### src/rtl/psu_redund_ctrl_if.sv
// PSU status/enable bundle between the redundancy controller and the PSU block.
// The controller (master) consumes PSU status and drives the per-PSU enables.
interface psu_redund_ctrl_if #(
  parameter int NUM_PSU = 2
);
  logic [NUM_PSU-1:0] ps_prsnt_n;
  logic [NUM_PSU-1:0] ps_acok;
  logic [NUM_PSU-1:0] ps_fail;
  logic               brownout_warning;
  logic [NUM_PSU-1:0] ps_enable;

  modport master (
    input  ps_prsnt_n,
    input  ps_acok,
    input  ps_fail,
    input  brownout_warning,
    output ps_enable
  );

  modport slave (
    output ps_prsnt_n,
    output ps_acok,
    output ps_fail,
    output brownout_warning,
    input  ps_enable
  );
endinterface

### src/rtl/psu_redund_ctrl.sv
// PSU redundancy controller: staggered power-up, all-on mode, and cold
// redundancy with periodic make-before-break primary rotation and failover.
module psu_redund_ctrl #(
  parameter int NUM_PSU    = 2,
  parameter int STAGGER_MS = 10,
  parameter int ROTATE_S   = 3600
) (
  input  logic                       clk,
  input  logic                       reset,
  input  logic                       t1ms,
  input  logic                       t1s,
  input  logic                       power_supply_on,
  input  logic                       cr_enable,
  psu_redund_ctrl_if.master          psu,
  output logic [$clog2(NUM_PSU)-1:0] active_idx,
  output logic [2:0]                 cr_state,
  output logic                       cr_failover
);

  localparam int IDX_W = $clog2(NUM_PSU);
  localparam int MS_W  = $clog2(STAGGER_MS) + 1;
  localparam int S_W   = $clog2(ROTATE_S) + 1;
  localparam logic [MS_W-1:0] MS_LIM = MS_W'(STAGGER_MS);
  localparam logic [S_W-1:0]  S_LIM  = S_W'(ROTATE_S);
  localparam logic [MS_W-1:0] MS_MAX = '1;
  localparam logic [S_W-1:0]  S_MAX  = '1;

  typedef enum logic [2:0] {
    ST_OFF       = 3'd0,
    ST_STAGGER   = 3'd1,
    ST_ALL_ON    = 3'd2,
    ST_CR_ACTIVE = 3'd3,
    ST_ROTATE    = 3'd4,
    ST_FAILOVER  = 3'd5
  } state_t;

  state_t             state_q, state_d;
  logic [NUM_PSU-1:0] ps_enable_q, ps_enable_d;
  logic [IDX_W-1:0]   active_idx_q, active_idx_d;
  logic [IDX_W-1:0]   next_idx_q, next_idx_d;
  logic [IDX_W-1:0]   stg_idx_q, stg_idx_d;
  logic [MS_W-1:0]    ms_cnt_q, ms_cnt_d;
  logic [S_W-1:0]     s_cnt_q, s_cnt_d;
  logic               cr_failover_q, cr_failover_d;

  logic [NUM_PSU-1:0] present;
  logic [NUM_PSU-1:0] healthy;
  logic [3:0]         n_healthy;
  logic               has_present;
  logic               has_higher;
  logic               rot_found;
  logic [IDX_W-1:0]   lowest_present;
  logic [IDX_W-1:0]   lowest_healthy;
  logic [IDX_W-1:0]   higher_idx;
  logic [IDX_W-1:0]   rot_idx;
  logic [MS_W-1:0]    ms_inc;
  logic [S_W-1:0]     s_inc;
  logic               fail_now;
  logic               cr_ok;

  function automatic logic [NUM_PSU-1:0] onehot(input logic [IDX_W-1:0] idx);
    onehot = NUM_PSU'(1) << idx;
  endfunction

  genvar gi;
  generate
    for (gi = 0; gi < NUM_PSU; gi++) begin : g_health
      assign present[gi] = ~psu.ps_prsnt_n[gi];
      assign healthy[gi] = ~psu.ps_prsnt_n[gi] & psu.ps_acok[gi] & ~psu.ps_fail[gi];
    end
  endgenerate

  // Slot searches: lowest present/healthy, next present above the stagger
  // cursor, next healthy slot after the primary (wrapping), healthy count.
  always_comb begin
    n_healthy      = '0;
    has_present    = 1'b0;
    has_higher     = 1'b0;
    rot_found      = 1'b0;
    lowest_present = '0;
    lowest_healthy = '0;
    higher_idx     = '0;
    rot_idx        = active_idx_q;
    for (int i = NUM_PSU - 1; i >= 0; i--) begin
      if (present[i]) begin
        has_present    = 1'b1;
        lowest_present = IDX_W'(i);
      end
      if (healthy[i]) begin
        lowest_healthy = IDX_W'(i);
      end
      if (present[i] && (i > int'(stg_idx_q))) begin
        has_higher = 1'b1;
        higher_idx = IDX_W'(i);
      end
    end
    for (int i = 0; i < NUM_PSU; i++) begin
      if (healthy[i]) begin
        n_healthy = n_healthy + 4'd1;
      end
    end
    for (int k = 1; k < NUM_PSU; k++) begin
      if (!rot_found && healthy[(int'(active_idx_q) + k) % NUM_PSU]) begin
        rot_found = 1'b1;
        rot_idx   = IDX_W'((int'(active_idx_q) + k) % NUM_PSU);
      end
    end
  end

  // Next-state and next-output logic; every output is taken from a flop.
  always_comb begin
    state_d       = state_q;
    ps_enable_d   = ps_enable_q;
    active_idx_d  = active_idx_q;
    next_idx_d    = next_idx_q;
    stg_idx_d     = stg_idx_q;
    ms_cnt_d      = ms_cnt_q;
    s_cnt_d       = s_cnt_q;
    cr_failover_d = 1'b0;

    // Saturating increments; the tick strobes are independent of each other.
    ms_inc   = (t1ms && (ms_cnt_q != MS_MAX)) ? ms_cnt_q + 1'b1 : ms_cnt_q;
    s_inc    = (t1s && (s_cnt_q != S_MAX)) ? s_cnt_q + 1'b1 : s_cnt_q;
    fail_now = !healthy[active_idx_q] || psu.brownout_warning ||
               ((state_q == ST_ROTATE) && !healthy[next_idx_q]);
    cr_ok    = cr_enable && (n_healthy >= 4'd2);

    if (!power_supply_on) begin
      state_d     = ST_OFF;
      ps_enable_d = '1;
      ms_cnt_d    = '0;
      s_cnt_d     = '0;
    end else begin
      case (state_q)
        ST_OFF: begin
          ms_cnt_d = '0;
          s_cnt_d  = '0;
          if (has_present) begin
            state_d     = ST_STAGGER;
            ps_enable_d = onehot(lowest_present);
            stg_idx_d   = lowest_present;
          end else begin
            state_d     = ST_ALL_ON;
            ps_enable_d = '0;
          end
        end
        ST_STAGGER: begin
          if (!has_higher) begin
            if (cr_ok) begin
              state_d      = ST_CR_ACTIVE;
              active_idx_d = lowest_healthy;
              ps_enable_d  = onehot(lowest_healthy);
              s_cnt_d      = '0;
              ms_cnt_d     = '0;
            end else begin
              state_d     = ST_ALL_ON;
              ps_enable_d = present;
            end
          end else if (ms_inc >= MS_LIM) begin
            ps_enable_d = ps_enable_q | onehot(higher_idx);
            stg_idx_d   = higher_idx;
            ms_cnt_d    = '0;
          end else begin
            ms_cnt_d = ms_inc;
          end
        end
        ST_ALL_ON: begin
          ps_enable_d = present;
          if (cr_ok) begin
            state_d      = ST_CR_ACTIVE;
            active_idx_d = lowest_healthy;
            ps_enable_d  = onehot(lowest_healthy);
            s_cnt_d      = '0;
            ms_cnt_d     = '0;
          end
        end
        ST_CR_ACTIVE: begin
          if (fail_now) begin
            state_d       = ST_FAILOVER;
            ps_enable_d   = present;
            cr_failover_d = 1'b1;
          end else if (!cr_ok) begin
            state_d     = ST_ALL_ON;
            ps_enable_d = present;
            s_cnt_d     = '0;
          end else if (s_inc >= S_LIM) begin
            s_cnt_d = '0;
            if (rot_idx != active_idx_q) begin
              state_d     = ST_ROTATE;
              next_idx_d  = rot_idx;
              ps_enable_d = onehot(active_idx_q) | onehot(rot_idx);
              ms_cnt_d    = '0;
            end else begin
              ps_enable_d = onehot(active_idx_q);
            end
          end else begin
            s_cnt_d     = s_inc;
            ps_enable_d = onehot(active_idx_q);
          end
        end
        ST_ROTATE: begin
          if (fail_now) begin
            state_d       = ST_FAILOVER;
            ps_enable_d   = present;
            cr_failover_d = 1'b1;
          end else if (!cr_ok) begin
            state_d     = ST_ALL_ON;
            ps_enable_d = present;
            ms_cnt_d    = '0;
          end else if (ms_inc >= MS_LIM) begin
            // Overlap done: hand over to the new primary, old one drops.
            state_d      = ST_CR_ACTIVE;
            active_idx_d = next_idx_q;
            ps_enable_d  = onehot(next_idx_q);
            ms_cnt_d     = '0;
            s_cnt_d      = '0;
          end else begin
            ms_cnt_d    = ms_inc;
            ps_enable_d = onehot(active_idx_q) | onehot(next_idx_q);
          end
        end
        ST_FAILOVER: begin
          ps_enable_d = present;
        end
        default: begin
          state_d     = ST_OFF;
          ps_enable_d = '1;
        end
      endcase
    end
  end

  // State and output registers with synchronous reset.
  always_ff @(posedge clk) begin
    if (reset) begin
      state_q       <= ST_OFF;
      ps_enable_q   <= '1;
      active_idx_q  <= '0;
      next_idx_q    <= '0;
      stg_idx_q     <= '0;
      ms_cnt_q      <= '0;
      s_cnt_q       <= '0;
      cr_failover_q <= 1'b0;
    end else begin
      state_q       <= state_d;
      ps_enable_q   <= ps_enable_d;
      active_idx_q  <= active_idx_d;
      next_idx_q    <= next_idx_d;
      stg_idx_q     <= stg_idx_d;
      ms_cnt_q      <= ms_cnt_d;
      s_cnt_q       <= s_cnt_d;
      cr_failover_q <= cr_failover_d;
    end
  end

  assign psu.ps_enable = ps_enable_q;
  assign active_idx    = active_idx_q;
  assign cr_state      = state_q;
  assign cr_failover   = cr_failover_q;

endmodule

### src/flat_wrapper.sv
// flat-port wrapper written by rule: the top's interface ports become plain ports
module psu_redund_ctrl_flat 
#(
  parameter int NUM_PSU    = 2,
  parameter int STAGGER_MS = 10,
  parameter int ROTATE_S   = 3600
)
  (clk, reset, t1ms, t1s, power_supply_on, cr_enable, active_idx, cr_state, cr_failover, psu_ps_prsnt_n, psu_ps_acok, psu_ps_fail, psu_brownout_warning, psu_ps_enable);
  psu_redund_ctrl_if #(.NUM_PSU(NUM_PSU)) psu_i ();
  input  logic clk;
  input  logic reset;
  input  logic t1ms;
  input  logic t1s;
  input  logic power_supply_on;
  input  logic cr_enable;
  output logic [$clog2(NUM_PSU)-1:0] active_idx;
  output logic [2:0] cr_state;
  output logic cr_failover;
  input wire logic [$bits(psu_i.ps_prsnt_n)-1:0] psu_ps_prsnt_n;
  input wire logic [$bits(psu_i.ps_acok)-1:0] psu_ps_acok;
  input wire logic [$bits(psu_i.ps_fail)-1:0] psu_ps_fail;
  input wire logic [$bits(psu_i.brownout_warning)-1:0] psu_brownout_warning;
  output wire logic [$bits(psu_i.ps_enable)-1:0] psu_ps_enable;
  assign psu_i.ps_prsnt_n = psu_ps_prsnt_n;
  assign psu_i.ps_acok = psu_ps_acok;
  assign psu_i.ps_fail = psu_ps_fail;
  assign psu_i.brownout_warning = psu_brownout_warning;
  assign psu_ps_enable = psu_i.ps_enable;
  psu_redund_ctrl #(.NUM_PSU(NUM_PSU), .STAGGER_MS(STAGGER_MS), .ROTATE_S(ROTATE_S)) u_core (.clk(clk), .reset(reset), .t1ms(t1ms), .t1s(t1s), .power_supply_on(power_supply_on), .cr_enable(cr_enable), .psu(psu_i), .active_idx(active_idx), .cr_state(cr_state), .cr_failover(cr_failover));
endmodule
### config.mk
export PLATFORM = sky130hd
export DESIGN_NAME = psu_redund_ctrl_flat
export DESIGN_NICKNAME = d
export VERILOG_FILES = /design/src/rtl/psu_redund_ctrl_if.sv /design/src/rtl/psu_redund_ctrl.sv /design/src/flat_wrapper.sv
export SDC_FILE = /design/constraint.sdc
export NUM_CORES = 1
export LEC_CHECK = 0
export ABC_CLOCK_PERIOD_IN_PS = 3600
export CELL_PAD_IN_SITES_DETAIL_PLACEMENT = 1
export CELL_PAD_IN_SITES_GLOBAL_PLACEMENT = 1
export CORE_MARGIN = 2
export CORE_UTILIZATION = 30
export DETAILED_ROUTE_END_ITERATION = 8
export GPL_ROUTABILITY_DRIVEN = 0
export PLACE_DENSITY = 0.61
export SLEW_MARGIN = 15
export SYNTH_ARGS = -nofsm -noshare
export SYNTH_HDL_FRONTEND = slang
export SYNTH_SLANG_ARGS = --single-unit
### constraint.sdc
create_clock -name clk -period 3.6 [get_ports clk]
set_input_delay 0.36 -clock clk [delete_from_list [all_inputs] [get_ports clk]]
set_output_delay 0.36 -clock clk [all_outputs]
set_load 0.1 [all_outputs]
==> impl_metrics.env <==
export IMPL_grt_pass1_wl_mm=11.1
export IMPL_avgSynthCellArea_um2=7.29
export IMPL_grt_pass1_vias=2163
export IMPL_drt_iter0_drc=58
export IMPL_fmax_mhz=323
export IMPL_worstMarginPinSlew_ps=967
export IMPL_coreArea_um2=6830
export IMPL_diodes=0
export IMPL_cts_root_buffer="clkbuf_8"
export IMPL_grt_max_degree=19
export IMPL_regArea_um2=541
export IMPL_io_buffers=19
export IMPL_rows=30
export IMPL_num_fill_cells=876
export IMPL_cts_setup_buffers=0
export IMPL_switching_share_pct=33.4
export IMPL_crit_path_end_kind="flip-flop"
export IMPL_worst_slack_ps=503
export IMPL_initial_core_util_pct=31.2
export IMPL_hpwl_mm=4.99
export IMPL_clkLatencyLatePin_ps=280
export IMPL_layout_drive_gt1_share_pct=7.59
export IMPL_vias_per_cell=5.61
export IMPL_synth_cell_types=60
export IMPL_ys_seq_area_share_pct=25.3
export IMPL_period_share_pct=86.0
export IMPL_detail_route_antenna_nets=0
export IMPL_numCtsBuffers=3
export IMPL_antenna_found_initial=0
export IMPL_drc=0
export IMPL_final_cell_mix="nand2_1 (36), nor2_1 (35), dfxtp_1 (27)"
export IMPL_power_internal_mw=0.437
export IMPL_hold_buffers=0
export IMPL_htreeDepth=1
export IMPL_fin_area_um2=2450
export IMPL_fp_dieH_um=88.4
export IMPL_grtUsageMet3_pct=2.43
export IMPL_min_path_type="reg -> reg"
export IMPL_mostFrequentLayoutCell="nand2_1"
export IMPL_busiest_layer="met2"
export IMPL_finalSetupViolCount=0
export IMPL_die_w_um=88.4
export IMPL_slew_limit_headroom_pct=35.4
export IMPL_clock_sinks=27
export IMPL_syn_instance_count=293
export IMPL_period_needed_ps=3100
export IMPL_synth_edf_count=0
export IMPL_grt_overflow=0
export IMPL_critPathArrivalTime_ps=3280
export IMPL_avgRoutedWirePerCell_um=16.4
export IMPL_vdd_drop_max_mv=0.190
export IMPL_ys_async_sr_fraction_pct=0
export IMPL_worstPathCellList="ha_1 -> and3_1 -> ha_1 -> nor2b_1 -> nand2_1 -> nor3b_1 -> o311ai_0 -> and3_1 -> nor2_1 -> a22oi_1 -> o41ai_1"
export IMPL_post_cts_resized=0
export IMPL_synth_nets=309
export IMPL_sequentialPowerShare_pct=47.2
export IMPL_hold_viol_final=0
export IMPL_wl_mm=6.55
export IMPL_grt_met2_usage_pct=29.5
export IMPL_p_leak_nw=0.831
export IMPL_dr_pass1_iters=4
export IMPL_yosysWarnings=0
export IMPL_power_density_nw_per_um2=268
export IMPL_cp_start_kind="flip-flop"
export IMPL_io_pins=20
export IMPL_critPathRequiredTime_ps=3790
export IMPL_place_ws_ps=323
export IMPL_p_sw_mw=0.219
export IMPL_area_delta_synth_final_pct=14.7
export IMPL_route_vias_total=2239
export IMPL_path_max_fanout=8
export IMPL_clk_pin_slew_ps=110
export IMPL_crit_buf_inv=0
export IMPL_synth_area_um2=2130
export IMPL_place_area_um2=2400
export IMPL_grt_usage_pct=17.8
export IMPL_slowest_delay_ps=530
export IMPL_ys_ff_latch=27
export IMPL_synth_ff_type="dfxtp_1"
export IMPL_slew_violations=0
export IMPL_nets=320
export IMPL_cts_tree="built"
export IMPL_use_met1_pct=25.0
export IMPL_power_frac_clock_pct=29.4
export IMPL_cpMaxStageDelayCell="nor2_1"
export IMPL_clock_path_buffers=2
export IMPL_rsz0062_at_grt="false"
export IMPL_p_comb_share_pct=23.4
export IMPL_status="finished clean"
export IMPL_maxCapViolCount=0
export IMPL_path_class="reg -> reg"
export IMPL_fin_tns_setup_ps=0
export IMPL_skew_ps=2.19
export IMPL_fp_dieArea_um2=7810
export IMPL_multi_input_area_um2=1470
export IMPL_cp_top_family="simple AND/OR/NAND/NOR gates"
## synthesized netlist by cell type (all sizes together), types with 2 or more instances
| master | n | area, µm² |
|---|---|---|
| nor3b | 3 | 32.5 |
| a311oi | 3 | 26.3 |
| inv | 5 | 18.8 |
| nand2b | 7 | 43.8 |
| dfxtp | 27 | 541 |
| a31oi | 11 | 75.1 |
| o22ai | 4 | 25.0 |
| o311ai | 2 | 17.5 |
| nor2 | 35 | 131 |
| a211o | 2 | 17.5 |
| nand2 | 36 | 135 |
| nor3 | 4 | 20.0 |
| o31ai | 4 | 30.0 |
| nor4b | 2 | 32.5 |
| nand4 | 9 | 56.3 |
| a21oi | 18 | 90.1 |
| and2 | 6 | 37.5 |
| and3 | 11 | 68.8 |
| a2111oi | 2 | 36.3 |
| a211oi | 4 | 35.0 |
| nand3 | 13 | 70.1 |
| o21ai | 19 | 95.1 |
| and4 | 5 | 46.3 |
| buf | 7 | 50.1 |
| nor2b | 6 | 37.5 |
| nand4b | 2 | 17.5 |
| clkbuf | 14 | 52.6 |
| mux2i | 7 | 70.1 |
| o41ai | 2 | 17.5 |
| ha | 3 | 37.5 |
| a221o | 2 | 20.0 |
## per-stage QoR
| step | utilization, % | hold slack [ps] | power, mW | instances |
|---|---|---|---|---|
| CTS | 35.8 | 512 | 0.671 | 399 |
| finish | 35.8 | 509 | 0.657 | 399 |
| floorplan | - | 429 | 0.419 | 293 |
| global route | 35.8 | 521 | 0.699 | 399 |
| detailed placement | 35.1 | 493 | 0.470 | 395 |
| global placement | 35.1 | 481 | 0.470 | 395 |
## sequential cells by signal (all words and copies together), names as in the netlist
signal                flops
u_core.cr_state           3
u_core.next_idx_q         1
u_core.cr_failover        1
u_core.stg_idx_q          1
u_core.active_idx         1
u_core.s_cnt_q           13
u_core.ms_cnt_q           5
u_core.psu.ps_enable      2
## cells by family after synthesis
kind of cell / synth area share [%]
compound gates: 27.6
xor+xnor: 0.410
fa+ha+maj: 2.23
buf+inv: 5.69
flops: 25.3
mux: 3.28
simple gates: 35.5
## path summary, 6_finish.rpt
path | slack, ps | depth (start not counted) | start | to
max | 500 | 11 | u_core.ms_cnt_q[0]$_SDFFE_PP0P_ | u_core.s_cnt_q[11]$_SDFFE_PP0P_
min reg2reg | 510 | 1 | u_core.ms_cnt_q[4]$_SDFFE_PP0P_ | u_core.ms_cnt_q[4]$_SDFFE_PP0P_
max reg2reg | 500 | 11 | u_core.ms_cnt_q[0]$_SDFFE_PP0P_ | u_core.s_cnt_q[11]$_SDFFE_PP0P_
min | 510 | 1 | u_core.ms_cnt_q[4]$_SDFFE_PP0P_ | u_core.ms_cnt_q[4]$_SDFFE_PP0P_
## layout make-up
cell class	instances	area share, %
Multi-Input combinational cell	240	60.1
Clock buffer	3	1.69
Clock inverter	1	0.307
Inverter	5	0.766
Timing Repair Buffer	27	10.1
Tap cell	96	4.91
Sequential cell	27	22.1
## metal layers
metal	up-vias	wire length (µm)
li1	1108	-
met1	1113	3240
met2	16	3160
met3	2	123
met4	0	35
met5	-	0
## power groups by stage
stage / combinational (mW) / clock, mW / sequential [mW]
3_3_place_gp: 0.153 / 0 / 0.317
3_5_place_dp: 0.153 / 0 / 0.317
5_1_grt: 0.166 / 0.221 / 0.312
2_1_floorplan: 0.0774 / 0 / 0.342
6_report: 0.153 / 0.193 / 0.310
4_1_cts: 0.154 / 0.207 / 0.310
(Power assumes the default switching activity.)
